File: src/rtl/ulss_pck_store.sv
// Per-stream packet store: buffers whole packets from ingress and replays one
// complete packet to the rate-limiter scheduler per grant. Bad packets are dropped whole.
module ulss_pck_store #(
  parameter int DATA_W = 64,
  parameter int DEPTH  = 64,
  parameter int PTR_W  = $clog2(DEPTH) + 1
) (
  input  logic              rate_limiter_16to4_clk,
  input  logic              rate_limiter_16to4_sw_rst,
  input  logic              wr_valid,
  input  logic              wr_sop,
  input  logic              wr_eop,
  input  logic [DATA_W-1:0] wr_data,
  input  logic              pck_rd_en_grnt,
  output logic              pck_str_empty,
  output logic              in_sop,
  output logic [DATA_W-1:0] in_stream,
  output logic              in_eop,
  output logic [15:0]       pck_drop_cnt
);

  localparam int AW = PTR_W - 1;
  localparam int WW = DATA_W + 2;
  localparam logic [PTR_W-1:0] DEPTH_P = PTR_W'(DEPTH);

  typedef enum logic {W_IDLE, W_PKT} w_state_e;
  typedef enum logic {R_IDLE, R_STREAM} r_state_e;

  function automatic logic [15:0] sat_add16(input logic [15:0] a, input logic [1:0] inc);
    logic [16:0] s;
    s = {1'b0, a} + 17'(inc);
    return s[16] ? 16'hFFFF : s[15:0];
  endfunction

  logic clk, rst;
  assign clk = rate_limiter_16to4_clk;
  assign rst = rate_limiter_16to4_sw_rst;

  logic [WW-1:0] mem_q [DEPTH];

  w_state_e          w_state_q, w_state_d;
  r_state_e          r_state_q, r_state_d;
  logic [PTR_W-1:0]  wr_ptr_q, wr_ptr_d;
  logic [PTR_W-1:0]  cmt_ptr_q, cmt_ptr_d;
  logic [PTR_W-1:0]  rd_ptr_q, rd_ptr_d;
  logic [PTR_W-1:0]  pkt_cnt_q, pkt_cnt_d;
  logic              err_q, err_d;
  logic [15:0]       drop_cnt_q, drop_cnt_d;
  logic              out_sop_q, out_sop_d;
  logic              out_eop_q, out_eop_d;
  logic [DATA_W-1:0] out_data_q, out_data_d;

  logic              mem_we;
  logic [AW-1:0]     mem_waddr;
  logic              commit;
  logic [1:0]        drop_inc;

  // A sop inside a packet aborts it; the new packet restarts from the committed pointer.
  logic             wr_abort, wr_take, wr_full, wr_bad;
  logic [PTR_W-1:0] wr_base;
  assign wr_abort = (w_state_q == W_PKT) && wr_valid && wr_sop;
  assign wr_take  = wr_valid && (wr_sop || (w_state_q == W_PKT));
  assign wr_base  = wr_abort ? cmt_ptr_q : wr_ptr_q;
  assign wr_full  = (wr_base - rd_ptr_q) == DEPTH_P;
  assign wr_bad   = (err_q && !wr_sop) || wr_full;

  logic          rd_accept, rd_load;
  logic [WW-1:0] rd_word;
  assign rd_accept = (r_state_q == R_IDLE) && pck_rd_en_grnt && (pkt_cnt_q != '0);
  assign rd_load   = rd_accept || (r_state_q == R_STREAM);
  assign rd_word   = mem_q[rd_ptr_q[AW-1:0]];

  always_ff @(posedge clk) begin
    if (rst) begin
      w_state_q  <= W_IDLE;
      r_state_q  <= R_IDLE;
      wr_ptr_q   <= '0;
      cmt_ptr_q  <= '0;
      rd_ptr_q   <= '0;
      pkt_cnt_q  <= '0;
      err_q      <= 1'b0;
      drop_cnt_q <= '0;
      out_sop_q  <= 1'b0;
      out_eop_q  <= 1'b0;
      out_data_q <= '0;
    end else begin
      w_state_q  <= w_state_d;
      r_state_q  <= r_state_d;
      wr_ptr_q   <= wr_ptr_d;
      cmt_ptr_q  <= cmt_ptr_d;
      rd_ptr_q   <= rd_ptr_d;
      pkt_cnt_q  <= pkt_cnt_d;
      err_q      <= err_d;
      drop_cnt_q <= drop_cnt_d;
      out_sop_q  <= out_sop_d;
      out_eop_q  <= out_eop_d;
      out_data_q <= out_data_d;
    end
  end

  always_ff @(posedge clk) begin
    if (mem_we) mem_q[mem_waddr] <= {wr_sop, wr_eop, wr_data};
  end

  always_comb begin
    w_state_d = w_state_q;
    if (wr_take) w_state_d = wr_eop ? W_IDLE : W_PKT;
  end

  always_comb begin
    wr_ptr_d  = wr_ptr_q;
    cmt_ptr_d = cmt_ptr_q;
    err_d     = err_q;
    mem_we    = 1'b0;
    mem_waddr = wr_base[AW-1:0];
    commit    = 1'b0;
    drop_inc  = {1'b0, wr_abort};
    if (wr_take) begin
      mem_we   = !wr_bad;
      wr_ptr_d = wr_bad ? wr_base : wr_base + PTR_W'(1);
      err_d    = wr_bad;
      if (wr_eop) begin
        err_d = 1'b0;
        if (wr_bad) begin
          wr_ptr_d = cmt_ptr_q;
          drop_inc = drop_inc + 2'd1;
        end else begin
          cmt_ptr_d = wr_base + PTR_W'(1);
          commit    = 1'b1;
        end
      end
    end
  end

  always_comb begin
    drop_cnt_d = sat_add16(drop_cnt_q, drop_inc);
    pkt_cnt_d  = pkt_cnt_q;
    case ({commit, rd_accept})
      2'b10:   pkt_cnt_d = pkt_cnt_q + PTR_W'(1);
      2'b01:   pkt_cnt_d = pkt_cnt_q - PTR_W'(1);
      default: pkt_cnt_d = pkt_cnt_q;
    endcase
  end

  // The accepting cycle already loads word 0, so sop follows the grant by one cycle.
  always_comb begin
    r_state_d = r_state_q;
    if (rd_load) r_state_d = rd_word[WW-2] ? R_IDLE : R_STREAM;
  end

  always_comb begin
    rd_ptr_d   = rd_ptr_q + PTR_W'(rd_load);
    out_sop_d  = 1'b0;
    out_eop_d  = 1'b0;
    out_data_d = '0;
    if (rd_load) begin
      out_sop_d  = rd_word[WW-1];
      out_eop_d  = rd_word[WW-2];
      out_data_d = rd_word[DATA_W-1:0];
    end
  end

  assign pck_str_empty = (pkt_cnt_q == '0);
  assign in_sop        = out_sop_q;
  assign in_eop        = out_eop_q;
  assign in_stream     = out_data_q;
  assign pck_drop_cnt  = drop_cnt_q;

endmodule

File: config.mk
export PLATFORM = sky130hd
export DESIGN_NAME = ulss_pck_store
export DESIGN_NICKNAME = d
export VERILOG_FILES = /design/src/rtl/ulss_pck_store.sv
export SDC_FILE = /design/constraint.sdc
export NUM_CORES = 2
export LEC_CHECK = 0
export ABC_AREA = 1
export CELL_PAD_IN_SITES_DETAIL_PLACEMENT = 2
export CELL_PAD_IN_SITES_GLOBAL_PLACEMENT = 2
export CORE_MARGIN = 2
export CORE_UTILIZATION = 48
export CTS_CLUSTER_SIZE = 14
export DETAILED_ROUTE_END_ITERATION = 8
export PLACE_DENSITY_LB_ADDON = 0.1
export SLEW_MARGIN = 0
export SYNTH_ARGS = -nofsm -noshare
export SYNTH_HDL_FRONTEND = slang
export SYNTH_MEMORY_MAX_BITS = 65536
export SYNTH_SLANG_ARGS = --single-unit
File: constraint.sdc
create_clock -name rate_limiter_16to4_clk -period 16.8 [get_ports rate_limiter_16to4_clk]
set_clock_uncertainty 0.05 [all_clocks]
set_input_delay 3.36 -clock rate_limiter_16to4_clk [delete_from_list [all_inputs] [get_ports rate_limiter_16to4_clk]]
set_output_delay 3.36 -clock rate_limiter_16to4_clk [all_outputs]
set_load 0.02 [all_outputs]
==> impl_metrics.ini <==
[cells_and_area]
drive_above_1_share_pct = 8.17
syn2layout_area_growth_pct = 12.6
seq_area_mm2 = 0.129
final_cells = 18400
fin_nets = 13400
final_common_cell = edfxtp_1
nFillCells = 32600
multi_input_area_mm2 = 0.0371
final_cell_mix = 4224 x edfxtp_1, 2826 x nor2_1, 2075 x o21ai_0

[floorplan]
die_w_um = 600
initial_core_util_pct = 48.3
coreArea_mm2 = 0.353
io_pins = 153
fp.dieArea_mm2 = 0.360
row_count = 218
die_y_um = 600

[setup_path]
arrival_ns = 10.11
r2r_end = in_stream[63]$_SDFF_PP0_
worstPathMaxFanout = 70
required_ns = 17.38
crit_type = in2reg
rrSetupSlack_ns = 9.48
reg2reg_from = rd_ptr_q[0]$_SDFF_PP0_
cp-start-kind = primary input
cp-end-kind = register
r2r_cells = 14

[min_path]
min-delay-start = wr_ptr_q[5]$_SDFFE_PP0P_
min_delay_path_depth = 2
min_to = wr_ptr_q[5]$_SDFFE_PP0P_
hold_path_class = reg2reg

[power_and_ir_drop]
p_leak_uw = 0.0625
p_int_uw = 19900
share_comb_of_total_power_pct = 24.3
pwr-share-clk_pct = 35.9
switchingPower_uw = 10800
seq_power_share_pct = 39.8
power_per_cell_area_mw_per_mm2 = 160
ir_drop_mv = 0.120
power.share.switching_pct = 35.2
power.total_uw = 30700

[drt]
drc_errors = 0
firstDrtPassIters = 6
dr_total_vias = 126000
finalWirelength_mm = 780
wl_met3_mm = 75.2
met2WireLength_mm = 367
drtAntennaViolNets = 0
drtIter0Drc = 19200
viasPerCell = 6.85
top_layer_used = met5
drt-met1-wl_mm = 274
wl_per_cell_um = 42.4

[logic_synthesis]
synth-edff-count = 4224
yosysSeqAreaShare_pct = 75.7
ys_types = 39
syn_nets = 13400
ys_ff_latch = 4337
synth_area_mm2 = 0.171
synth_cells = 13300
synthArstFlopShare_pct = 0
syn_area_per_cell_um2 = 12.8
synth_warnings = 0
synth_flop_cell = edfxtp_1

[clocking]
cts_hold_buf = 0
clk_pin_slew_worst_paths_ns = 0.06
cts_sinks = 4337
root_buffer = clkbuf_16
h-tree-depth = 5
cts_post_setup_buffers_inserted = 0
cts.repair.resized = 0
clockBufferDepth = 4
cts-buffers-inserted = 455
clock_latency_ns = 1.10
cts_tree = yes

[run_status]
status = completed

[timing]
fin_crit_sh_pct = 56.7
slew_headroom_pct = 8.98
tightest_slew_ns = 1.37
rsz0062_at_grt = false
final_max_slew_viol_count = 0
final-hold-violation-count = 0
setup_viol_count_final = 0
finalSetupTns_ns = 0
max_freq_mhz = 105
period_needed_ns = 9.53

[placed_design]
place_inst = 17500
dp_hpwl_mm = 407
io_buffer_count = 152
routabilityCongestion = 0.849

[job]
maxCapViolations = 0

[grt]
antenna_found_initial = 57
grt_max_degree = 214
track_usage_pct = 42.8
grt_pass1_vias = 136000
grt_pass1_wl_mm = 1080
globalRouteOverflowTotal = 0
## cell type report
cell class	instances	share of cell area [%]
clock buffers	576	6.41
well taps	4730	3.08
diodes	25	0.0326
multi-input cells	7869	19.3
clock inverters	277	1.62
flip-flops and latches	4337	67.3
repair buffers	426	1.84
inverters	187	0.396
## cell families (layout without fill, tap and decap cells)
| family | Yosys count | in the layout | share of synthesized area [%] |
|---|---|---|---|
| and+or+nand+nor | 4450 | 4450 | 10.2 |
| DFF | 4337 | 4337 | 75.7 |
| AOI/OAI and AO/OA | 3377 | 3377 | 11.0 |
| buffers and inverters | 1086 | 1466 | 2.81 |
| adders and majority gates | 20 | 20 | 0.156 |
| xor gates and xnor gates | 19 | 19 | 0.0976 |
| muxes | 3 | 3 | 0.0176 |
| other | 0 | 25 | 0 |
## per-layer routing
| metal | vias up | GRT usage [%] |
|---|---|---|
| met2 | 9060 | 68.8 |
| met3 | 2577 | 7.80 |
| met5 | - | 0 |
| met1 | 66000 | 52.3 |
| li1 | 48500 | - |
| met4 | 20 | 30.5 |
## cell usage after synthesis (4+ instances only)
master    count  share of area (%)
edfxtp_1   4224                 74
nor2_1     2891                6.4
o21ai_0    2075                6.1
nand2_1    1035                2.3
clkbuf_1    506                1.1
nand3_1     503                1.5
o211ai_1    494                2.2
o22ai_1     446                1.6
buf_2       239               0.70
a21oi_1     228               0.67
inv_1       174               0.38
dfxtp_1     113                1.3
o21ai_1     103               0.30
buf_4        83               0.37
buf_1        57               0.13
ha_1         18               0.13
a31oi_1      15              0.055
buf_6        14              0.092
xor2_1       13              0.067
inv_2        10              0.022
nand4_1       9              0.033
o221ai_1      9              0.046
xnor2_1       6              0.031
o21ai_2       4              0.021
## registers in the layout (all words and copies together) (netlist names)
signal	flops
pck_drop_cnt	16
rd_ptr_q	7
in_eop	1
w_state_q	1
err_q	1
wr_ptr_q	7
in_sop	1
pkt_cnt_q	7
r_state_q	1
cmt_ptr_q	7
in_stream	64
mem_q	4224
## power by group through the flow
| stage | combinational [uW] | clock, uW | sequential [uW] |
|---|---|---|---|
| 5_1_grt | 7750 | 11300 | 12200 |
| 3_5_place_dp | 6880 | 0 | 12500 |
| 2_1_floorplan | 3900 | 0 | 12400 |
| 6_report | 7450 | 11000 | 12200 |
| 3_3_place_gp | 6400 | 0 | 12400 |
| 4_1_cts | 7250 | 11000 | 12200 |
## worst max path at each step
stage                     startpoint                      end  slack, ns  cells past startpoint
final                         wr_sop   mem_q[2][52]$_DFFE_PP_       7.27                     18
after global routing          wr_sop  mem_q[21][44]$_DFFE_PP_       6.88                     19
after CTS                     wr_sop    mem_q[2][0]$_DFFE_PP_       7.31                     18
after detailed placement      wr_sop    mem_q[2][8]$_DFFE_PP_       6.32                     18
after global placement        wr_sop  mem_q[19][13]$_DFFE_PP_       6.52                     19
after floorplan             wr_valid   mem_q[31][0]$_DFFE_PP_       6.53                     13
## metrics by stage
step           hold slack [ns]  setup slack (ns)  instance area (um^2)  util [%]
5_1_grt                  0.461              6.88                192000      54.3
2_1_floorplan            0.395              6.53                171000         -
6_report                 0.427              7.27                192000      54.3
3_3_place_gp             0.414              6.52                176000      50.0
3_5_place_dp             0.409              6.32                176000      50.0
4_1_cts                  0.428              7.31                192000      54.3
## worst max-delay path: stages
cell     delay [ns]
buf_2          0.09
buf_4          0.64
nand3_2        0.52
o21ai_2        0.52
inv_1          0.26
ha_1           0.25
inv_1          0.07
nor2_1         0.07
nand2_1        0.10
nand2_1        0.09
nand3_1        0.10
nor2_1         0.05
nand3_1        0.17
nand2_1        0.39
nor2_4         0.40
nand2_1        0.65
nor2_4         1.28
buf_4          0.97
Note: power is estimated with default switching activity, not from simulation.
